==> config.mk <==
export PLATFORM = sky130hd
export DESIGN_NAME = arbitro_mux_32_8
export DESIGN_NICKNAME = d
export VERILOG_FILES = /design/src/rtl/arbitro_mux_32_8.sv
export SDC_FILE = /design/constraint.sdc
export NUM_CORES = 1
export LEC_CHECK = 0
export CAP_MARGIN = 25
export CELL_PAD_IN_SITES_DETAIL_PLACEMENT = 1
export CELL_PAD_IN_SITES_GLOBAL_PLACEMENT = 2
export CORE_MARGIN = 10
export CORE_UTILIZATION = 23
export CTS_CLUSTER_DIAMETER = 200
export CTS_CLUSTER_SIZE = 24
export DETAILED_ROUTE_END_ITERATION = 8
export GPL_ROUTABILITY_DRIVEN = 0
export MAX_ROUTING_LAYER = met4
export PLACE_DENSITY_LB_ADDON = 0.1
export SYNTH_ARGS = -nofsm -noshare
export SYNTH_HDL_FRONTEND = slang
export SYNTH_SLANG_ARGS = --single-unit
==> constraint.sdc <==
create_clock -name clk_4f -period 2.7 [get_ports clk_4f]
set_input_delay 0.405 -clock clk_4f [delete_from_list [all_inputs] [get_ports clk_4f]]
set_output_delay 0.405 -clock clk_4f [all_outputs]
set_load 0.01 [all_outputs]
==> src/rtl/arbitro_mux_32_8.sv <==
// Round-robin (or fixed-priority) arbiter that serializes one of four 32-bit
// requester words onto an 8-bit lane, MSB first, one byte per clk_4f cycle.
module arbitro_mux_32_8 #(
  parameter int ROUND_ROBIN = 1
) (
  input  logic         clk_4f,
  input  logic         reset,
  input  logic [3:0]   req_valid,
  input  logic [127:0] req_data,
  output logic [3:0]   req_ready,
  output logic [7:0]   data_out,
  output logic         valid_out,
  output logic [1:0]   grant,
  output logic         busy
);

  typedef enum logic {IDLE, SEND} state_t;

  state_t      r_state, w_state_nxt;
  logic [1:0]  r_byte_cnt, w_byte_cnt_nxt;
  logic [23:0] r_shift, w_shift_nxt;
  logic [7:0]  r_data_out, w_data_out_nxt;
  logic        r_valid_out, w_valid_out_nxt;
  logic [1:0]  r_grant, w_grant_nxt;
  logic [1:0]  r_last_grant, w_last_grant_nxt;
  logic        r_busy, w_busy_nxt;

  logic        w_slot, w_found, w_accept;
  logic [1:0]  w_win, w_idx;
  logic [31:0] w_word;

  // Search order: rotating from last_grant+1, or plain 0..3 for fixed priority.
  always_comb begin
    w_found = 1'b0;
    w_win   = 2'd0;
    w_idx   = 2'd0;
    for (int k = 0; k < 4; k++) begin
      w_idx = (ROUND_ROBIN != 0) ? r_last_grant + 2'(k + 1) : 2'(k);
      if (!w_found && req_valid[w_idx]) begin
        w_found = 1'b1;
        w_win   = w_idx;
      end
    end
  end

  assign w_slot    = (r_state == IDLE) || (r_byte_cnt == 2'd3);
  assign w_accept  = w_slot && w_found && reset;
  assign req_ready = w_accept ? (4'b0001 << w_win) : 4'b0000;
  assign w_word    = req_data[32*w_win +: 32];

  always_comb begin
    w_state_nxt      = r_state;
    w_byte_cnt_nxt   = r_byte_cnt;
    w_shift_nxt      = r_shift;
    w_data_out_nxt   = r_data_out;
    w_valid_out_nxt  = r_valid_out;
    w_grant_nxt      = r_grant;
    w_last_grant_nxt = r_last_grant;
    w_busy_nxt       = r_busy;
    if (w_accept) begin
      w_state_nxt      = SEND;
      w_byte_cnt_nxt   = 2'd0;
      w_shift_nxt      = w_word[23:0];
      w_data_out_nxt   = w_word[31:24];
      w_valid_out_nxt  = 1'b1;
      w_grant_nxt      = w_win;
      w_last_grant_nxt = w_win;
      w_busy_nxt       = 1'b1;
    end else if (r_state == SEND) begin
      if (r_byte_cnt != 2'd3) begin
        w_byte_cnt_nxt = r_byte_cnt + 2'd1;
        w_data_out_nxt = r_shift[23:16];
        w_shift_nxt    = {r_shift[15:0], 8'h00};
      end else begin
        // No follow-on word: lane goes idle, grant keeps its last owner.
        w_state_nxt     = IDLE;
        w_byte_cnt_nxt  = 2'd0;
        w_data_out_nxt  = 8'h00;
        w_valid_out_nxt = 1'b0;
        w_busy_nxt      = 1'b0;
      end
    end
  end

  always_ff @(posedge clk_4f or negedge reset) begin
    if (!reset) begin
      r_state      <= IDLE;
      r_byte_cnt   <= 2'd0;
      r_shift      <= 24'h0;
      r_data_out   <= 8'h00;
      r_valid_out  <= 1'b0;
      r_grant      <= 2'd0;
      r_last_grant <= 2'd3;
      r_busy       <= 1'b0;
    end else begin
      r_state      <= w_state_nxt;
      r_byte_cnt   <= w_byte_cnt_nxt;
      r_shift      <= w_shift_nxt;
      r_data_out   <= w_data_out_nxt;
      r_valid_out  <= w_valid_out_nxt;
      r_grant      <= w_grant_nxt;
      r_last_grant <= w_last_grant_nxt;
      r_busy       <= w_busy_nxt;
    end
  end

  assign data_out  = r_data_out;
  assign valid_out = r_valid_out;
  assign grant     = r_grant;
  assign busy      = r_busy;

endmodule

Word level (Yosys, flattened, before mapping)
Cells that the tools add are included.
{ "word_totals": {"regBits": 40, "output_inout_bits": 16, "word_cells": 66, "inputBits": 134} }
{ "classes": {"n_mux": 32, "shifts": 2, "eq_ne": 3, "bitwise": 1, "add_sub_neg": 4, "magnitude_cmp": 4, "reduce_logical": 13} }
{ "op_table": {"columns": ["cell", "n"], "rows": [
  ["$shiftx A128 B8 Y32", 1],
  ["$mux W24", 3],
  ["$mux W8", 3],
  ["$mux W1", 14],
  ["$mux W2", 7],
  ["$lt A2 B3 Y1 const B", 4],
  ["$bmux W1 S2", 4],
  ["$logic_and A1 B1 Y1", 5],
  ["$add A2 B1 Y2 const B", 2],
  ["$add A2 B2 Y2 const B", 2],
  ["$mux W4", 1],
  ["$ne A2 B2 Y1 const B", 2],
  ["$reduce_and A2 Y1", 2],
  ["$reduce_bool A2 Y1", 2],
  ["$shl A1 B2 Y4 const A", 1],
  ["$logic_not A1 Y1", 3],
  ["$eq A2 B2 Y1 const B", 1],
  ["$logic_or A1 B1 Y1", 1],
  ["$not A1 Y1", 1]
]} }

Logic depth before layout (Yosys ltp)
{ "logic_depth": {"ltp_word": 17, "mapped_depth": 8} }

Least setup slack after synthesis
No wires, ideal clock.
{ "synth_timing": {"path_kind": "input to output", "start": "input port req_valid[3]", "end": "output port req_ready[2]", "required_time_ns": 2.295, "t_arrival_ns": 1.816, "cell_stages": 6, "n_path_buf": 2, "slack_ns": 0.479, "path_cell_list": "buf_2 -> nor2b_4 -> o221ai_2 -> nor2_1 -> clkbuf_1 -> and2_1"} }
{ "synth_between": {"elab_chain_len": 15} }
{ "synth_rtl": {"columns": ["item", "line_no", "source"], "rows": [
  ["from (decl)", "8", "input logic [3:0] req_valid,"],
  ["$bmux W1 S2", "39", "if (!w_found && req_valid[w_idx]) begin"],
  ["$mux W1 (not written as such)", "39", null],
  ["$mux W1", "39", null],
  ["$logic_not A1 Y1", "39", null],
  ["$logic_and A1 B1 Y1", "39", null],
  ["$mux W1", "39", null],
  ["$logic_not A1 Y1", "39", null],
  ["$logic_and A1 B1 Y1", "39", null],
  ["$mux W1", "39", null],
  ["$logic_not A1 Y1", "39", null],
  ["$logic_and A1 B1 Y1", "39", null],
  ["$mux W1", "39", null],
  ["$logic_and A1 B1 Y1 (2 in a row)", "47", "assign w_accept = w_slot && w_found && reset;"],
  ["$mux W4 (*)", "48", "assign req_ready = w_accept ? (4'b0001 << w_win) : 4'b0000;"],
  ["to (decl)", "10", "output logic [3:0] req_ready,"]
]} }
Mark *: on every way between the ends. The rest lies on a longest branch, timed or not. The select of a mux whose other input is x is not followed.

Worst setup path after layout
{ "layout_timing": {"start": "input port req_valid[3]", "end": "output port req_ready[1]"} }
Same word-level chain as after synthesis.

==> results.yml <==
status:
  status: "finished clean"
floorplan:
  io_pins: 150
  fp.dieH_um: 137
  start_util_pct: 23.7
  die_x_um: 137
  fp.dieArea_um2: 18900
  coreArea_um2: 13300
  rows: 42
cells_and_area:
  fin_nets: 648
  drive_gt1_share_pct: 14.6
  syn_to_final_growth_pct: 61.5
  final_cells: 690
  fin_area_um2: 5120
  antenna_cells: 0
  fin_util_pct: 38.4
sta:
  min_period_over_period_pct: 94.5
  fin_crit_ps: 2550
  finClkSkew_ps: 7.25
  maxSlewViolCount: 0
  worst_pin_slew_ps: 608
  hold_violations: 0
  setup_viol_count_final: 0
  relSlewSlack_pct: 59.4
  rsz0062_at_grt: "no"
  tns_ps: 0
  fmax_mhz: 392
clock_tree:
  cts_sinks: 40
  cts_root_buffer: "clkbuf_16"
  clk_pin_slew_ps: 60
  cts_tree: "yes"
  clk_latency_ps: 290
  cts_buffer_depth: 2
  cts_hold_buffers: 0
  htree_levels: 2
  cts_buffers: 5
power:
  power.total_mw: 4.35
  p_leak_nw: 2.12
  max-vdd-ir-drop_mv: 0.387
  power_density_nw_per_um2: 849
critical_path:
  path_class: "primary input to output pin"
  start_kind: "primary input"
  critPathMaxFanout: 5
  critPathArrivalTime_ps: 2150
  worst_setup_path_end_kind: "output pin"
  worstPathRequired_ps: 2300
synth:
  syn_inst: 358
  avgSynthCellArea_um2: 8.85
  yosys_register_bits: 40
  ys_seq_area_share_pct: 31.7
  syn_area_um2: 3170
  synth_cell_types: 46
  yosys.area.top_type_share_pct: 30.0
  ys.flop_type: "dfrtp_1"
  yosys.area.top_type: "dfrtp_1"
  yosys-top-cells-area: "dfrtp_1 30%, mux2_1 5.3%, mux2i_1 4.7%, nand3_1 4.1%, a21oi_1 3.8%"
  syn-num-nets: 493
  async_flop_share_pct: 100
  synth_edf_count: 0
  yosysWarnings: 0
global_routing:
  grt_pass1_wl_um: 21900
  grt_pass1_vias: 3836
  grt_overflow_total: 0
  grt_usage_pct: 15.4
  grt_max_degree: 37
  antenna_found_initial: 0
place:
  dpl_cell_area_um2: 4940
  hpwl_um: 11200
  place_inst: 680
  io_buffer_count: 149
detailed_routing:
  vias: 3411
  drt_first_pass_iters: 4
  wl_um: 14500
  viasPerCell: 4.94
  drt_iter0_markers: 119
  drtAntennaViolNets: 0
  wl_per_cell_um: 21.0
  drc: 0
hold_path:
  hp-class: "primary input to async pin"
flow_run:
  drv_cap: 0
## power breakdown
group	switching (mW)	leakage, nW	total, mW	internal (mW)
clock network	0.252	0.0736	0.593	0.341
registers	0.208	0.498	1.10	0.891
logic	1.41	1.55	2.65	1.24
## worst max-delay path, stage by stage
cell,delay [ps]
clkdlybuf4s50_1,520
buf_4,160
nand2b_1,100
a21oi_2,220
nor3_4,60
buf_4,160
buf_4,130
nor2_1,100
dlygate4sd2_1,290
## stage by stage
step / hold WS (ps) / setup WS, ps
2_1_floorplan: 109 / 479
3_3_place_gp: 459 / -70.7
3_5_place_dp: 466 / -123
4_1_cts: 172 / 45.4
5_1_grt: 189 / 51.6
6_report: 165 / 148
## routing by layer
metal	wire length (um)	vias up	share of wire, %	global-route usage [%]
met4	62	0	0.43	1.93
li1	-	1670	-	-
met1	6400	1652	44	18.3
met2	7400	85	51	27.0
met3	617	4	4.3	3.10
met5	0	-	0	-
## Yosys cell counts (all sizes together), types with 2 or more instances
master and number:
nand3 26, a211o 9, dfstp 2, a211oi 18
and2 9, or3 4, nor2b 3, a311oi 6
nand2b 4, o21a 3, a21oi 25, mux2 16
nand2 27, o21ai 10, dfrtp 38, mux2i 15
a31oi 6, clkbuf 20, and3 19, nand4 9
o221ai 4, o31ai 17, o31a 5, a221oi 6
buf 17, nor2 32
## timing repair
action,in CTS,in global routing
gates resized for setup,6,2
endpoints found under the setup margin,4,1
pin swaps,1,1
setup buffers,1,1
cloned,0,0
## kinds of logic (layout without fill, tap and decap cells)
logic type | after synthesis | after routing | synth area share (%)
AO/OA/AOI/OAI | 114 | 114 | 29.3
adder cells (fa/ha/maj) | 1 | 1 | 0.395
buffers and inverters | 37 | 193 | 6.47
flip-flops | 40 | 40 | 31.7
multiplexers | 31 | 31 | 10.4
AND/OR/NAND/NOR | 135 | 135 | 21.8
## area by class of cell
class | count | area, um^2
Clock inverter | 3 | 18.8
Fill cell | 1574 | 8230
Sequential cell | 40 | 1000
Timing Repair Buffer | 185 | 1770
Multi-Input combinational cell | 281 | 1980
Clock buffer | 5 | 125
Tap cell | 176 | 220
## flip-flops by register name (all words and copies together), names as in the netlist
signal / cells
r_shift: 24
data_out: 8
grant: 2
r_byte_cnt: 2
r_last_grant: 2
busy: 1
r_state: 1
## path summary, 6_finish.rpt
check / cells past startpoint / slack [ps] / start / endpoint
setup / recovery: 9 / 150 / req_valid[3] / req_ready[1]
hold / removal: 2 / 170 / reset / r_shift[20]
setup reg to reg: 8 / 390 / r_last_grant[0] / r_shift[20]
hold reg to reg: 2 / 500 / grant[1] / grant[1]
max in group asynchronous: 2 / 2180 / reset / r_last_grant[1]
min in group clk_4f: 2 / 500 / grant[1] / grant[1]
## cell usage in the layout, fill, tap and decap left out, types with 7 or more instances in the layout
master	instances
mux2i_1	15
a211oi_1	13
a21oi_1	24
nand4_1	9
buf_4	35
o31ai_2	7
a211o_1	9
nand3_1	26
clkdlybuf4s50_1	143
o31ai_1	10
nand2_1	26
and3_1	19
dfrtp_1	38
and2_1	9
mux2_1	15
nor2_1	31
Note: power is estimated with default switching activity, not from simulation.
